`config.mk`:
```
export PLATFORM = sky130hd
export DESIGN_NAME = pipe_hazard_ctrl
export DESIGN_NICKNAME = d
export VERILOG_FILES = /design/src/rtl/riscv_pkg.sv /design/src/rtl/src_use_decode.sv /design/src/rtl/pipe_hazard_ctrl.sv
export SDC_FILE = /design/constraint.sdc
export NUM_CORES = 1
export LEC_CHECK = 0
export CAP_MARGIN = 20
export CORE_MARGIN = 3
export CORE_UTILIZATION = 52
export CTS_CLUSTER_SIZE = 24
export DETAILED_ROUTE_END_ITERATION = 10
export HOLD_SLACK_MARGIN = 0.12
export PLACE_DENSITY = 0.86
export SLEW_MARGIN = 10
export SYNTH_ARGS = -nofsm -noshare
export SYNTH_HDL_FRONTEND = slang
export SYNTH_SLANG_ARGS = --single-unit
```
`constraint.sdc`:
```
create_clock -name clk -period 5.4 [get_ports clk]
set_clock_uncertainty 0.05 [all_clocks]
set_input_delay 1.08 -clock clk [delete_from_list [all_inputs] [get_ports clk]]
set_output_delay 1.08 -clock clk [all_outputs]
set_load 0.005 [all_outputs]
```
`src/rtl/riscv_pkg.sv`:
```
// Shared RISC-V constants and the hazard controller's action encoding.
package riscv_pkg;

  // Major opcodes (inst[6:0]) that matter for source-register usage.
  localparam logic [6:0] OP_LOAD   = 7'b0000011;
  localparam logic [6:0] OP_STORE  = 7'b0100011;
  localparam logic [6:0] OP_BRANCH = 7'b1100011;
  localparam logic [6:0] OP_LUI    = 7'b0110111;
  localparam logic [6:0] OP_JAL    = 7'b1101111;
  localparam logic [6:0] OP_JALR   = 7'b1100111;
  localparam logic [6:0] OP_OPIMM  = 7'b0010011;
  localparam logic [6:0] OP_OP     = 7'b0110011;

  // addi x0, x0, 0 -- what the IF/ID flush loads.
  localparam logic [31:0] NOP_INST = 32'h0000_0013;

  // Action taken by the controller in a cycle, in priority order HOLD > REDIRECT > LU_STALL > RUN.
  typedef enum logic [1:0] {
    RUN      = 2'd0,
    LU_STALL = 2'd1,
    REDIRECT = 2'd2,
    HOLD     = 2'd3
  } ctrl_state_e;

endpackage

```
`src/rtl/src_use_decode.sv`:
```
// Opcode -> source-register usage decode for the ID-stage instruction.
module src_use_decode
  import riscv_pkg::*;
(
  input  logic [6:0] opcode,
  output logic       uses_rs1,
  output logic       uses_rs2
);

  // Classify the opcode into rs1+rs2, rs1-only or no-source formats.
  always_comb begin
    // NOTE: every output gets a default before the case so no path leaves it unassigned (no latch).
    uses_rs1 = 1'b0;
    uses_rs2 = 1'b0;
    case (opcode)
      OP_OP, OP_STORE, OP_BRANCH: begin
        uses_rs1 = 1'b1;
        uses_rs2 = 1'b1;
      end
      OP_LOAD, OP_OPIMM, OP_JALR: begin
        uses_rs1 = 1'b1;
      end
      default: ;  // LUI, JAL and unknown opcodes read no registers
    endcase
  end

endmodule

```
`src/rtl/pipe_hazard_ctrl.sv`:
```
// Load-use stall, redirect flush and memory-hold sequencing for the 5-stage pipeline,
// with saturating performance counters and a sticky memory-hold watchdog.
module pipe_hazard_ctrl
  import riscv_pkg::*;
#(
  parameter int CNT_W        = 32,
  parameter int HOLD_TIMEOUT = 256
) (
  input  logic             clk,
  input  logic             reset,
  input  logic [31:0]      id_inst,
  input  logic             id_ex_mem_read,
  input  logic [4:0]       id_ex_rd,
  input  logic             ex_redirect,
  input  logic             mem_busy,
  output logic             pc_write,
  output logic             if_id_write,
  output logic             id_ex_write,
  output logic             ex_mem_write,
  output logic             if_id_flush,
  output logic             id_ex_flush,
  output logic [1:0]       ctrl_state,
  output logic [CNT_W-1:0] stall_count,
  output logic [CNT_W-1:0] flush_count,
  output logic [CNT_W-1:0] hold_count,
  output logic             hold_timeout
);

  localparam int              RUN_W   = $clog2(HOLD_TIMEOUT + 1);
  localparam logic [RUN_W-1:0] RUN_MAX = RUN_W'(HOLD_TIMEOUT);

  logic [4:0]       rs1;
  logic [4:0]       rs2;
  logic             uses_rs1;
  logic             uses_rs2;
  logic             lu_hit;
  ctrl_state_e      state_q;
  ctrl_state_e      state_d;
  logic [RUN_W-1:0] hold_run_q;

  // Instruction fields not involved in hazard detection.
  logic unused_inst_bits;
  assign unused_inst_bits = ^{id_inst[31:25], id_inst[14:7]};

  assign rs1 = id_inst[19:15];
  assign rs2 = id_inst[24:20];

  src_use_decode u_decode (
    .opcode   (id_inst[6:0]),
    .uses_rs1 (uses_rs1),
    .uses_rs2 (uses_rs2)
  );

  // A load in EX feeds a used source of the ID instruction; never twice in a row.
  assign lu_hit = id_ex_mem_read && (id_ex_rd != 5'd0) &&
                  ((uses_rs1 && (rs1 == id_ex_rd)) || (uses_rs2 && (rs2 == id_ex_rd))) &&
                  (state_q != LU_STALL);

  // Priority action select and the matching enable/flush pattern.
  always_comb begin
    state_d      = RUN;
    pc_write     = 1'b1;
    if_id_write  = 1'b1;
    id_ex_write  = 1'b1;
    ex_mem_write = 1'b1;
    if_id_flush  = 1'b0;
    id_ex_flush  = 1'b0;
    if (mem_busy) begin
      state_d      = HOLD;
      pc_write     = 1'b0;
      if_id_write  = 1'b0;
      id_ex_write  = 1'b0;
      ex_mem_write = 1'b0;
    end else if (ex_redirect) begin
      state_d     = REDIRECT;
      if_id_flush = 1'b1;
      id_ex_flush = 1'b1;
    end else if (lu_hit) begin
      state_d     = LU_STALL;
      pc_write    = 1'b0;
      if_id_write = 1'b0;
      id_ex_flush = 1'b1;
    end
  end

  // Register the action taken this cycle.
  always_ff @(posedge clk or posedge reset) begin
    // NOTE: state registers use non-blocking assignments so every flop samples pre-edge values.
    if (reset) state_q <= RUN;
    else       state_q <= state_d;
  end

  assign ctrl_state = state_q;

  // Saturating per-action performance counters.
  always_ff @(posedge clk or posedge reset) begin
    if (reset) begin
      stall_count <= '0;
      flush_count <= '0;
      hold_count  <= '0;
    end else begin
      if (state_d == LU_STALL && stall_count != '1) stall_count <= stall_count + 1'b1;
      if (state_d == REDIRECT && flush_count != '1) flush_count <= flush_count + 1'b1;
      if (state_d == HOLD     && hold_count  != '1) hold_count  <= hold_count  + 1'b1;
    end
  end

  // Consecutive-hold watchdog; the flag is sticky until reset.
  always_ff @(posedge clk or posedge reset) begin
    if (reset) begin
      hold_run_q   <= '0;
      hold_timeout <= 1'b0;
    end else if (state_d == HOLD) begin
      if (hold_run_q != RUN_MAX) hold_run_q <= hold_run_q + 1'b1;
      // This edge brings hold_run to (or keeps it at) the limit.
      if (hold_run_q >= RUN_MAX - 1'b1) hold_timeout <= 1'b1;
    end else begin
      hold_run_q <= '0;
    end
  end

endmodule

```
==> run summary <==
The run finished with clean final reports. 0 antenna diodes ended up in the layout. For this run the aggregate overflow at the end of global routing stands at 0.

The part of the power in the clock network came out at 30.3%. In this run the core area contains 36 standard-cell rows. The area inside the core boundary came out at 9860 µm². After layout, the minimum clock period comes to 4710 ps. In this run switching power makes up 25.8% of total power. The signal on the critical path passes through clkdlybuf4s50_1 > nand4b_1 > a221o_1 > a221oi_1 > o21ai_0 > a21oi_1 > clkdlybuf4s50_1. The DRC violation total after the first TritonRoute iteration came out at 162. Buffers inserted to repair hold after CTS numbered 0. For this design, the sink count on the clock tree is 108. The count of fill cells added during filler insertion is 704. The critical path data required time is 4270 ps. The power density normalized to cell area came out at 254 nW/µm². The final critical path takes up 87.2% of the cycle.

The area added between synthesis and finish came out at 31.1%. The number of instances in the synthesized netlist came out at 516. The number of warnings printed during yosys synthesis is 0. The share of Yosys cell area claimed by the top area cell type came out at 50.8%. The share of the yosys chip area belonging to registers is 50.8%.

The largest fanout on the critical path came out at 3. TritonCTS built the clock tree. The number of buffers created by CTS is 9.

The maximum number of pins on one net before global-route repair came out at 83. The maximum clock insertion buffer count is 2. The slowest stage of the critical path is the sky130_fd_sc_hd__a221oi_1 cell. The via count normalized by instance count came out at 5.45.

In the final routed layout, each cell accounts on average for 15.5 µm. For the pin with the worst max-slew slack, the measured transition is 804 ps. The final weighted congestion in routability-driven placement is 0.865. The clock insertion delay at the later pin of the skew report is 370 ps. Measured on the finished design, the core utilization comes to 70.7%. By count the netlist is led by sky130_fd_sc_hd__dfrtp_1 (108), sky130_fd_sc_hd__nor2_1 (55), sky130_fd_sc_hd__xor2_1 (55), sky130_fd_sc_hd__xnor2_1 (54), sky130_fd_sc_hd__nand2_1 (42). The share of cells above drive strength 1 came out at 5.22%.

The die area came out at 11500 µm². The final route contains 4273 vias. The number of antenna-violating nets in the routed design is 0. The kind of cell with the highest combined delay along the critical path is compound AO/OA/AOI/OAI gates. The H-tree depth is 3.

The final-report setup violation count came out at 0. The power share of the sequential group came out at 53.5%. Clock-pin slew was measured on the worst setup and hold paths at 90 ps. The worst setup path is captured at an output port. The dominant synthesized flop cell is sky130_fd_sc_hd__dfrtp_1. Counting flops and latches in the post-synthesis netlist gives 108. The net count of the mapped netlist is 564. Yosys mapped a number of flops with a built-in enable equal to 0. The sum of routed wire length over all layers came out at 12200 µm. The starting density of the core came out at 53.9%. Setup total negative slack on the finished layout was measured at 0 ps. During placement, the flow inserted port buffers numbering 131. The count of buffers added by post-CTS timing repair for setup came out at 0. The worst hold path cell count is 1.

In the routed design, unresolved DRC markers number 0. The maximum frequency from static timing analysis is 212 MHz. Measured in cells, the most critical reg-to-reg path has a length of 6. The most common cell in the synthesized netlist is sky130_fd_sc_hd__dfrtp_1. Before antenna repair, the detailed router went through 4 iterations. The die is 107 µm wide. In this run the tightest slew margin relative to its limit is 45.9%.

The detailed placer's ending HPWL is 8890 µm. After synthesis, the share of flip-flops with an asynchronous set or reset is 100%. The number of gates resized after cts came out at 0. sky130_fd_sc_hd__dfrtp_1 takes more of the synthesized area than any other cell. STA classifies the critical path startpoint as an input port. The global-route wire length before repair came out at 20300 µm. The number of failing hold endpoints at the final stage is 0. The combinational group share of total power is 16.2%. The static leakage power is 0.00305 µW.

Among the stages of the critical path, the cell type that occurs most often is sky130_fd_sc_hd__clkdlybuf4s50_1. The CTS root buffer is sky130_fd_sc_hd__clkbuf_8. The setup path with the least slack is of type input port to output port.

The initial antenna violation count is 0. The overall global routing resource usage is 22.0%. Setup repair after global routing left no endpoint under its margin. The average footprint of a synthesized cell came out at 10.3 µm².

Across all register-to-register paths, the minimum setup slack is 2680 ps. Across the VDD grid, the largest voltage drop is 236 µV. The highest cell delay on the worst timing path is 550 ps.

The min-delay analysis places its worst path in the category register to register. The post-layout net count came out at 695. The final-report max-slew violation count is 0. Sorting the synthesized cells by area gives the leading types as sky130_fd_sc_hd__dfrtp_1 (51%), sky130_fd_sc_hd__xor2_1 (9.1%), sky130_fd_sc_hd__xnor2_1 (8.9%). The number of I/O pins came out at 147.

The max-capacitance violation count came out at 0. The analysis attributes to net switching a power of 457 µW. For the worst setup path, the data arrival time is 3580 ps. The via count of the first global-routing pass came to 4171. The internal power of the cells totals 1310 µW. The count of buffer and inverter cells on the critical path is 2. The synthesized netlist contains 43 unique library cells. The area of the mapped netlist is 5320 µm². The number of cells on the critical path is 7. The vertical die dimension came out at 107 µm.
==> area by class of cell <==
| class | instances | area, µm² | share of cell area, % |
|---|---|---|---|
| clock buffers | 11 | 141 | 2.03 |
| clock inverters | 4 | 73.8 | 1.06 |
| inverters | 23 | 88.8 | 1.27 |
| multi-input cells | 372 | 2450 | 35.2 |
| flip-flops and latches | 108 | 2700 | 38.8 |
| well taps | 133 | 166 | 2.39 |
| repair buffers | 133 | 1350 | 19.3 |
==> worst reg2reg max path, stage by stage (launching register included) <==
cell                        delay, ps
sky130_fd_sc_hd__dfrtp_1          440
sky130_fd_sc_hd__ha_1             210
sky130_fd_sc_hd__nand3_2          110
sky130_fd_sc_hd__or4_1            670
sky130_fd_sc_hd__or3_4            470
sky130_fd_sc_hd__o2111ai_2        260
sky130_fd_sc_hd__mux2_1           390
==> flip-flops by register name, summed over array words and instances, names as in the netlist <==
name,cells
stall_count,32
flush_count,32
ctrl_state,2
hold_run_q,9
hold_count,32
hold_timeout,1
==> power groups by stage <==
stage	Sequential [µW]	Combinational (µW)	Clock [µW]
floorplan	948	125	0
global placement	954	280	0
detailed placement	960	287	0
CTS	946	288	550
global route	957	317	581
finish	946	287	535
==> path summary, 6_finish.rpt <==
check                                     from         endpoint
max in group asynchronous                reset  flush_count[15]
min in group asynchronous                reset   hold_count[21]
worst min register to register    hold_timeout     hold_timeout
worst min-delay path              hold_timeout     hold_timeout
worst max register to register  stall_count[0]   stall_count[1]
worst max-delay path                id_inst[0]      id_ex_flush
==> metrics by stage <==
step	cell area (µm²)	power, µW	instances	setup slack, ps	hold WS (ps)
after floorplan	5320	1070	516	1420	415
after global placement	6730	1230	768	744	406
after detailed placement	6730	1250	768	722	409
after CTS	6940	1780	783	693	430
after global routing	6970	1860	784	551	466
final	6970	1770	784	692	428
==> cells in the final DEF (no fill, tap or decap), types with 3 or more instances in the layout <==
master | netlist | final
sky130_fd_sc_hd__a21oi_1 | 6 | 6
sky130_fd_sc_hd__and3_1 | 15 | 15
sky130_fd_sc_hd__and4_1 | 5 | 5
sky130_fd_sc_hd__clkbuf_8 | 0 | 10
sky130_fd_sc_hd__clkdlybuf4s50_1 | 0 | 131
sky130_fd_sc_hd__dfrtp_1 | 108 | 108
sky130_fd_sc_hd__ha_1 | 6 | 6
sky130_fd_sc_hd__inv_1 | 23 | 22
sky130_fd_sc_hd__mux2_2 | 3 | 3
sky130_fd_sc_hd__nand2_1 | 42 | 42
sky130_fd_sc_hd__nand3_1 | 40 | 40
sky130_fd_sc_hd__nand4_1 | 26 | 26
sky130_fd_sc_hd__nor2_1 | 55 | 55
sky130_fd_sc_hd__nor3_1 | 17 | 17
sky130_fd_sc_hd__nor3_2 | 4 | 4
sky130_fd_sc_hd__nor4_1 | 11 | 11
sky130_fd_sc_hd__nor4_2 | 3 | 3
sky130_fd_sc_hd__or4_1 | 5 | 5
sky130_fd_sc_hd__xnor2_1 | 54 | 54
sky130_fd_sc_hd__xor2_1 | 55 | 55
==> layer usage <==
layer | track usage (%) | up-vias | wire length [µm]
met5 | 0 | - | 0
li1 | - | 2030 | -
met2 | 36.4 | 145 | 5840
met1 | 28.7 | 2082 | 5340
met3 | 4.03 | 16 | 782
met4 | 8.77 | 0 | 206
==> kinds of logic (layout without fill, tap and decap cells) <==
kind of cell,Yosys count,count (layout),share of synthesized area (%)
AO/OA/AOI/OAI,17,17,2.56
XOR/XNOR,109,109,18.0
multiplexers,4,4,0.847
buffers and inverters,36,171,3.08
flip-flops,108,108,50.8
AND/OR/NAND/NOR,236,236,23.3
adder cells (fa/ha/maj),6,6,1.41
Note: power is estimated with default switching activity, not from simulation.
